**src/rtl/matrix_wdma_2d_pkg.sv**
```systemverilog
// Shared definitions for the matrix write DMA: FSM encodings, MCIF request
// payload field positions and the job configuration record.
package matrix_wdma_2d_pkg;

  // FSM state encodings
  localparam logic [2:0] ST_IDLE = 3'd0;
  localparam logic [2:0] ST_CMD  = 3'd1;
  localparam logic [2:0] ST_DATA = 3'd2;
  localparam logic [2:0] ST_WAIT = 3'd3;
  localparam logic [2:0] ST_FIN  = 3'd4;

  // Default log2 of the maximum AXI burst length
  localparam int AXI_BURST_LEN = 4;

  // Fixed-position command payload fields
  localparam int OFFSET_LSB = 0;
  localparam int LEN_LSB    = 32;

  // Command payload fields whose position depends on the burst-length width
  function automatic int np_bit(input int lb);
    return 32 + lb;
  endfunction

  function automatic int base_lsb(input int lb);
    return 33 + lb;
  endfunction

  // Top bit of the payload marks a command beat
  function automatic int cmd_marker_bit(input int dw, input int lb);
    return dw + lb + 33;
  endfunction

  // Job configuration captured on an accepted start
  typedef struct packed {
    logic [31:0] base;
    logic [31:0] bpl;
    logic [15:0] lines;
    logic [31:0] stride;
  } wdma_cfg_t;

endpackage

```
**src/rtl/matrix_wdma_addr_gen.sv**
```systemverilog
// Burst address generator: tracks line index and beat position within a line,
// derives each burst's length, byte offset and whether it is the job's last.
module matrix_wdma_addr_gen
  import matrix_wdma_2d_pkg::*;
#(
  parameter int DW = 256,
  parameter int LB = AXI_BURST_LEN
) (
  input  logic          clk,
  input  logic          rst_n,
  input  logic          init,
  input  logic          next_burst,
  input  logic          beat_acc,
  input  logic [31:0]   cfg_bpl,
  input  logic [15:0]   cfg_lines,
  input  logic [31:0]   cfg_stride,
  input  logic [LB:0]   burst_eff,
  output logic [LB:0]   len,
  output logic [31:0]   offset,
  output logic          last_burst
);

  localparam logic [31:0] BEAT_BYTES = 32'(DW / 8);

  logic [15:0] line_idx_reg;
  logic [31:0] beat_in_line_reg;
  logic [31:0] line_start_reg;
  logic [31:0] in_off_reg;
  logic [31:0] rem;
  logic        line_end;

  // Remaining beats in the line decide whether this burst closes the line
  always_comb begin
    rem        = cfg_bpl - beat_in_line_reg;
    line_end   = (rem <= {{(31 - LB){1'b0}}, burst_eff});
    len        = line_end ? rem[LB:0] : burst_eff;
    offset     = line_start_reg + in_off_reg;
    last_burst = line_end && (line_idx_reg == cfg_lines - 16'd1);
  end

  // In-line offset advances one beat width per accepted beat; line wrap moves
  // the line start by the stride so no multiplier is needed
  always_ff @(posedge clk or negedge rst_n) begin
    if (!rst_n) begin
      line_idx_reg     <= '0;
      beat_in_line_reg <= '0;
      line_start_reg   <= '0;
      in_off_reg       <= '0;
    end else if (init) begin
      line_idx_reg     <= '0;
      beat_in_line_reg <= '0;
      line_start_reg   <= '0;
      in_off_reg       <= '0;
    end else begin
      if (beat_acc)
        in_off_reg <= in_off_reg + BEAT_BYTES;
      if (next_burst) begin
        if (line_end) begin
          beat_in_line_reg <= '0;
          in_off_reg       <= '0;
          line_idx_reg     <= line_idx_reg + 16'd1;
          line_start_reg   <= line_start_reg + cfg_stride;
        end else begin
          beat_in_line_reg <= beat_in_line_reg + {{(31 - LB){1'b0}}, len};
        end
      end
    end
  end

endmodule

```
**src/rtl/matrix_wdma_2d.sv**
```systemverilog
// 2-D write DMA: turns the result-beat stream into MCIF command + data bursts
// covering LINES lines of BPL beats, then waits for the write completion.
module matrix_wdma_2d
  import matrix_wdma_2d_pkg::*;
#(
  parameter int DW  = 256,
  parameter int LB  = AXI_BURST_LEN,
  parameter int PDW = DW + LB + 34
) (
  input  logic           clk,
  input  logic           rst_n,
  input  logic           start,
  input  logic [31:0]    cfg_base_addr,
  input  logic [31:0]    cfg_bpl,
  input  logic [15:0]    cfg_lines,
  input  logic [31:0]    cfg_stride,
  input  logic [LB:0]    cfg_burst,
  output logic           busy,
  output logic           done,
  input  logic           dat_in_vld,
  input  logic [DW-1:0]  dat_in_pd,
  output logic           dat_in_rdy,
  output logic           wr_req_vld,
  input  logic           wr_req_rdy,
  output logic [PDW-1:0] wr_req_pd,
  input  logic           wr_rsp_complete
);

  localparam int          NP_BIT   = np_bit(LB);
  localparam int          BASE_LSB = base_lsb(LB);
  localparam int          MARK_BIT = cmd_marker_bit(DW, LB);
  localparam logic [LB:0] MAXB     = (LB + 1)'(1 << LB);

  logic [2:0]     state_reg, state_next;
  wdma_cfg_t      cfg_reg;
  logic [LB:0]    burst_eff_reg, burst_eff_next;
  logic [LB:0]    beat_cnt_reg;
  logic           start_acc, beat_acc, burst_end;
  logic [LB:0]    len;
  logic [LB-1:0]  len_m1;
  logic [31:0]    offset;
  logic           last_burst;
  logic [PDW-1:0] cmd_pd;

  assign start_acc      = start && (state_reg == ST_IDLE);
  assign burst_eff_next = ((cfg_burst == '0) || (cfg_burst > MAXB)) ? MAXB : cfg_burst;
  assign beat_acc       = (state_reg == ST_DATA) && dat_in_vld && wr_req_rdy;
  assign burst_end      = beat_acc && ((beat_cnt_reg + (LB + 1)'(1)) == len);
  // len is 1..MAXB, so the low LB bits minus one wrap MAXB to MAXB-1 correctly
  assign len_m1         = len[LB-1:0] - LB'(1);

  matrix_wdma_addr_gen #(.DW(DW), .LB(LB)) u_addr_gen (
    .clk        (clk),
    .rst_n      (rst_n),
    .init       (start_acc),
    .next_burst (burst_end),
    .beat_acc   (beat_acc),
    .cfg_bpl    (cfg_reg.bpl),
    .cfg_lines  (cfg_reg.lines),
    .cfg_stride (cfg_reg.stride),
    .burst_eff  (burst_eff_reg),
    .len        (len),
    .offset     (offset),
    .last_burst (last_burst)
  );

  // Next-state logic; empty jobs go straight to completion
  always_comb begin
    state_next = state_reg;
    case (state_reg)
      ST_IDLE: if (start)
                 state_next = ((cfg_bpl == '0) || (cfg_lines == '0)) ? ST_FIN : ST_CMD;
      ST_CMD:  if (wr_req_rdy) state_next = ST_DATA;
      ST_DATA: if (burst_end)  state_next = last_burst ? ST_WAIT : ST_CMD;
      ST_WAIT: if (wr_rsp_complete) state_next = ST_FIN;
      ST_FIN:  state_next = ST_IDLE;
      default: state_next = ST_IDLE;
    endcase
  end

  // State, shadow configuration and per-burst beat counter
  always_ff @(posedge clk or negedge rst_n) begin
    if (!rst_n) begin
      state_reg     <= ST_IDLE;
      cfg_reg       <= '0;
      burst_eff_reg <= '0;
      beat_cnt_reg  <= '0;
    end else begin
      state_reg <= state_next;
      if (start_acc) begin
        cfg_reg.base   <= cfg_base_addr;
        cfg_reg.bpl    <= cfg_bpl;
        cfg_reg.lines  <= cfg_lines;
        cfg_reg.stride <= cfg_stride;
        burst_eff_reg  <= burst_eff_next;
        beat_cnt_reg   <= '0;
      end else if (burst_end) begin
        beat_cnt_reg <= '0;
      end else if (beat_acc) begin
        beat_cnt_reg <= beat_cnt_reg + (LB + 1)'(1);
      end
    end
  end

  // Command payload assembly; fields are stable while in CMD
  always_comb begin
    cmd_pd                         = '0;
    cmd_pd[OFFSET_LSB +: 32]       = offset;
    cmd_pd[LEN_LSB +: LB]          = len_m1;
    cmd_pd[NP_BIT]                 = last_burst;
    cmd_pd[BASE_LSB +: 32]         = cfg_reg.base;
    cmd_pd[MARK_BIT]               = 1'b1;
  end

  // Request channel: command in CMD, data beats pass straight through in DATA
  always_comb begin
    busy       = (state_reg == ST_CMD) || (state_reg == ST_DATA) || (state_reg == ST_WAIT);
    done       = (state_reg == ST_FIN);
    wr_req_vld = (state_reg == ST_CMD) || ((state_reg == ST_DATA) && dat_in_vld);
    dat_in_rdy = (state_reg == ST_DATA) && wr_req_rdy;
    wr_req_pd  = (state_reg == ST_CMD) ? cmd_pd : {{(LB + 34){1'b0}}, dat_in_pd};
  end

endmodule

```
**config.mk**
```make
export PLATFORM = sky130hd
export DESIGN_NAME = matrix_wdma_2d
export DESIGN_NICKNAME = d
export VERILOG_FILES = /design/src/rtl/matrix_wdma_2d_pkg.sv /design/src/rtl/matrix_wdma_addr_gen.sv /design/src/rtl/matrix_wdma_2d.sv
export SDC_FILE = /design/constraint.sdc
export NUM_CORES = 1
export LEC_CHECK = 0
export ABC_AREA = 1
export BUFFER_PORTS_ARGS = -buffer_cell sky130_fd_sc_hd__buf_4
export CAP_MARGIN = 30
export CORE_AREA = 3 3 266 268
export CTS_BUF_LIST = sky130_fd_sc_hd__clkbuf_2 sky130_fd_sc_hd__clkbuf_4 sky130_fd_sc_hd__clkbuf_8
export DETAILED_ROUTE_END_ITERATION = 16
export DIE_AREA = 0 0 269 271
export GPL_TIMING_DRIVEN = 0
export PLACE_DENSITY_LB_ADDON = 0.08
export SLEW_MARGIN = 5
export SYNTH_ARGS = -nofsm -noshare
export SYNTH_HDL_FRONTEND = slang
export SYNTH_HIERARCHICAL = 1
export SYNTH_SLANG_ARGS = --single-unit
```
**constraint.sdc**
```tcl
create_clock -name clk -period 7.2 [get_ports clk]
set_input_delay 0.36 -clock clk [delete_from_list [all_inputs] [get_ports clk]]
set_output_delay 0.36 -clock clk [all_outputs]
set_load 0.01 [all_outputs]
```
==> run_results.csv <==
group,metric,value,unit
detailed_routing,drtPass1Iterations,7,
grt,use_met3,4.87,%
worst_setup_path,r2r_slack,720,ps
synth,synth_mux_area_share,0.0500,%
grt,grt_use_met2,43.8,%
worst_setup_path,end_kind,"flop",
detailed_routing,vias,22500,
power_and_ir_drop,p_int,5120,uW
sta,relSlewSlack,39.3,%
worst_setup_path,slowest_delay,760,ps
synth,yosysSeqAreaShare,29.0,%
job,cap_violations,0,
worst_setup_path,cp_common_cell,"nor2_1",
power_and_ir_drop,clockPowerShare,14.4,%
cts,insertion_delay,640,ps
cts,clock_path_buffers,3,
grt,grt.met1_usage,30.8,%
grt,grt_overflow,0,
sta,fin_skew,27.7,ps
synth,synth_area_per_cell,6.25,um2
cells_and_area,largest_register_ffs,112,
power_and_ir_drop,pwr_density_cell,363,nW/um2
grt,grt_pass1_vias,22400,
sta,slew_violations,0,
min_path,min_path_type,"primary input to flop",
worst_setup_path,cp.arrival,6970,ps
cts,cts_buffers,46,
floorplan,die_area,72900,um2
power_and_ir_drop,power_frac_seq,20.3,%
grt,busiest_layer,"met2",
synth,synth.most_common_cell,"nand2_1",
floorplan,boundaryPins,677,
worst_setup_path,worstSetupStartpointType,"flop",
sta,fin_ws,722,ps
sta,worstMarginPinSlew,911,ps
synth,synth.distinct_cells,54,
synth,synth-simple-area-share,37.2,%
worst_setup_path,rr_worst_depth,32,
sta,min_period_over_period,90.0,%
synth,netlist_instances,3201,
worst_setup_path,cp-endpoint,"u_addr_gen/beat_in_line_reg[24]",
cts,clock-root-buffer,"clkbuf_8",
place,portBuffers,639,
sta,setup_violations,0,
synth,netlist_area,20000,um2
detailed_routing,vias_per_cell,4.48,
cts,cts_setup_buffers,0,
synth,async_flop_share,100,%
sta,hold_viol_final,0,
synth,yosys_warnings,6,
synth,synthFlopType,"dfrtp_1",
synth,synthXorXnorAreaFrac,6.13,%
detailed_routing,drc_errors,0,
worst_setup_path,crit_slowest_cell,"o21ai_0",
power_and_ir_drop,leakagePower,0.0165,uW
sta,rsz0062_at_grt,"no",
sta,fmax,0.154,GHz
synth,synth_top_family_by_area,"simple AND/OR/NAND/NOR gates",
sta,finalCriticalPeriod,6480,ps
grt,grt_first_pass_wirelength,139,mm
place,dpl_cell_area,26200,um2
power_and_ir_drop,peakVddDrop,0.141,mV
cells_and_area,ff_latch_area,5810,um2
cells_and_area,final_area,28400,um2
grt,antenna_found_initial,12,
sta,tns,0,ps
place,gp_congestion,0.951,
worst_setup_path,reg2reg_to,"u_addr_gen/beat_in_line_reg[24]",
detailed_routing,ant_nets,0,
synth,synthTopCellsByCount,"nand2_1 (1220), inv_1 (501), nor2_1 (282), dfrtp_1 (232), nand3_1 (180)",
grt,grt_start_max_net_pins,105,
place,pre_cts_slack,679,ps
run_status,outcome,"finished, final reports clean",
synth,synth_top_area_share,29.0,%
cells_and_area,fillers,7642,
synth,yosys-top-cells-area,"dfrtp_1 (29%), nand2_1 (23%), inv_1 (9.4%)",
floorplan,coreArea,68600,um2
synth,yosys.area.top_type,"dfrtp_1",
grt,grtUsageTotal,25.1,%
synth,synth_fa_ha_area_share,6.87,%
power_and_ir_drop,switchingPower,5170,uW
cells_and_area,drive_gt1_share,21.3,%
floorplan,rows,96,
worst_setup_path,crit_fanout,10,
detailed_routing,routedWlPerCell,18.8,um
synth,synth_compound_area_share,6.57,%
floorplan,initial_core_util,29.2,%
detailed_routing,wirelength,94.1,mm
place,dp_hpwl,79.6,mm
detailed_routing,drt_iter0_drc,1134,
cells_and_area,multi_input_area,11500,um2
worst_setup_path,criticalPathCategory,"flop to flop",
worst_setup_path,required,7690,ps
worst_setup_path,critical_path.startpoint,"u_addr_gen/beat_in_line_reg[0]",
power_and_ir_drop,p_comb_share,65.3,%
synth,synth-seq-cells,232,
synth,synth-edff-count,0,
min_path,worstHoldStart,"wr_req_rdy",
cells_and_area,finalNetCount,4532,
cts,htreeDepth,2,
floorplan,die-height,271,um
cts,cts_tree,"done",
cts,cts_sinks,232,
floorplan,dieWidth,269,um
cells_and_area,layout-area-overhead-vs-synth,41.9,%
worst_setup_path,r2r-start,"u_addr_gen/beat_in_line_reg[0]",
power_and_ir_drop,p_sw_share,50.3,%
cells_and_area,postLayoutCoreUtil,41.4,%
cts,path_clk_slew,70,ps
## cell usage in the layout, fill, tap and decap left out, types with 5 or more instances in the layout
cell type	n
clkbuf_8	61
dfrtp_1	232
nand3b_1	18
nor2_1	282
nand2_2	5
conb_1	37
dlygate4sd3_1	117
nand3_1	180
xnor2_1	40
a21oi_1	95
xor2_1	100
buf_2	41
o21ai_0	54
o21bai_1	8
a21boi_0	5
o211ai_1	5
o21ai_1	46
clkbuf_1	32
diode_2	8
buf_4	693
inv_1	501
nor4_1	10
a31oi_1	5
nor3_1	45
ha_1	105
nor2_2	5
clkbuf_4	11
nand2_1	1220
inv_2	9
nand4_1	39
clkinv_2	6
buf_6	14
## critical path: cells and delay by family (launching register included)
family | cells | cell delay, ps
simple gates | 22 | 2980
fa+ha+maj | 3 | 950
buf+inv | 4 | 860
compound gates | 1 | 760
flops | 1 | 400
xor+xnor | 2 | 370
## worst min-delay path by stage
stage	to	slack [ps]	cells after the start
global route	state_reg[0]	70	4
finish	state_reg[0]	90	4
global placement	cfg_reg[93]	460	2
CTS	state_reg[0]	30	4
floorplan	beat_cnt_reg[0]	60	0
detailed placement	cfg_reg[19]	290	1
## stage by stage
stage | hold WS [ps] | instances | power (uW)
floorplan | 64.4 | 3237 | 6200
detailed placement | 293 | 4811 | 8790
CTS | 31.4 | 5010 | 10400
finish | 90.9 | 5018 | 10300
global route | 69.2 | 5016 | 11300
global placement | 463 | 4807 | 8780
## what timing repair did
action / CTS / global route
endpoints found under the hold margin: 161 / 0
hold buffers: 117 / 0
resized for setup: 0 / 1
endpoints found under the setup margin: 0 / 1
## power by group through the flow
stage,registers [uW],logic (uW),clock network [uW]
CTS,2100,6770,1540
floorplan,1970,4240,0
global placement,2120,6660,0
detailed placement,2120,6680,0
finish,2090,6720,1480
global route,2160,7550,1600
## layout make-up
class / instances / share of cell area, %
sequential: 232 / 20.5
inverter: 514 / 6.81
clock inverter: 10 / 0.304
buffer: 141 / 3.15
multi-input combinational: 2350 / 40.5
timing repair buffer: 760 / 21.3
clock buffer: 72 / 3.25
tap: 931 / 4.10
antenna: 8 / 0.0705
## cell families after synthesis
group	Yosys count
and+or+nand+nor	1824
buffers and inverters	655
AOI/OAI and AO/OA	240
DFF	232
xor gates and xnor gates	140
adders and majority gates	108
other	1
muxes	1
## per-layer routing
layer	share of wire (%)	vias to the layer above
li1	-	11500
met1	42	10300
met2	49	613
met3	6.0	120
met4	3.3	6
met5	0.034	-
Power figures use the tool's default switching activity.
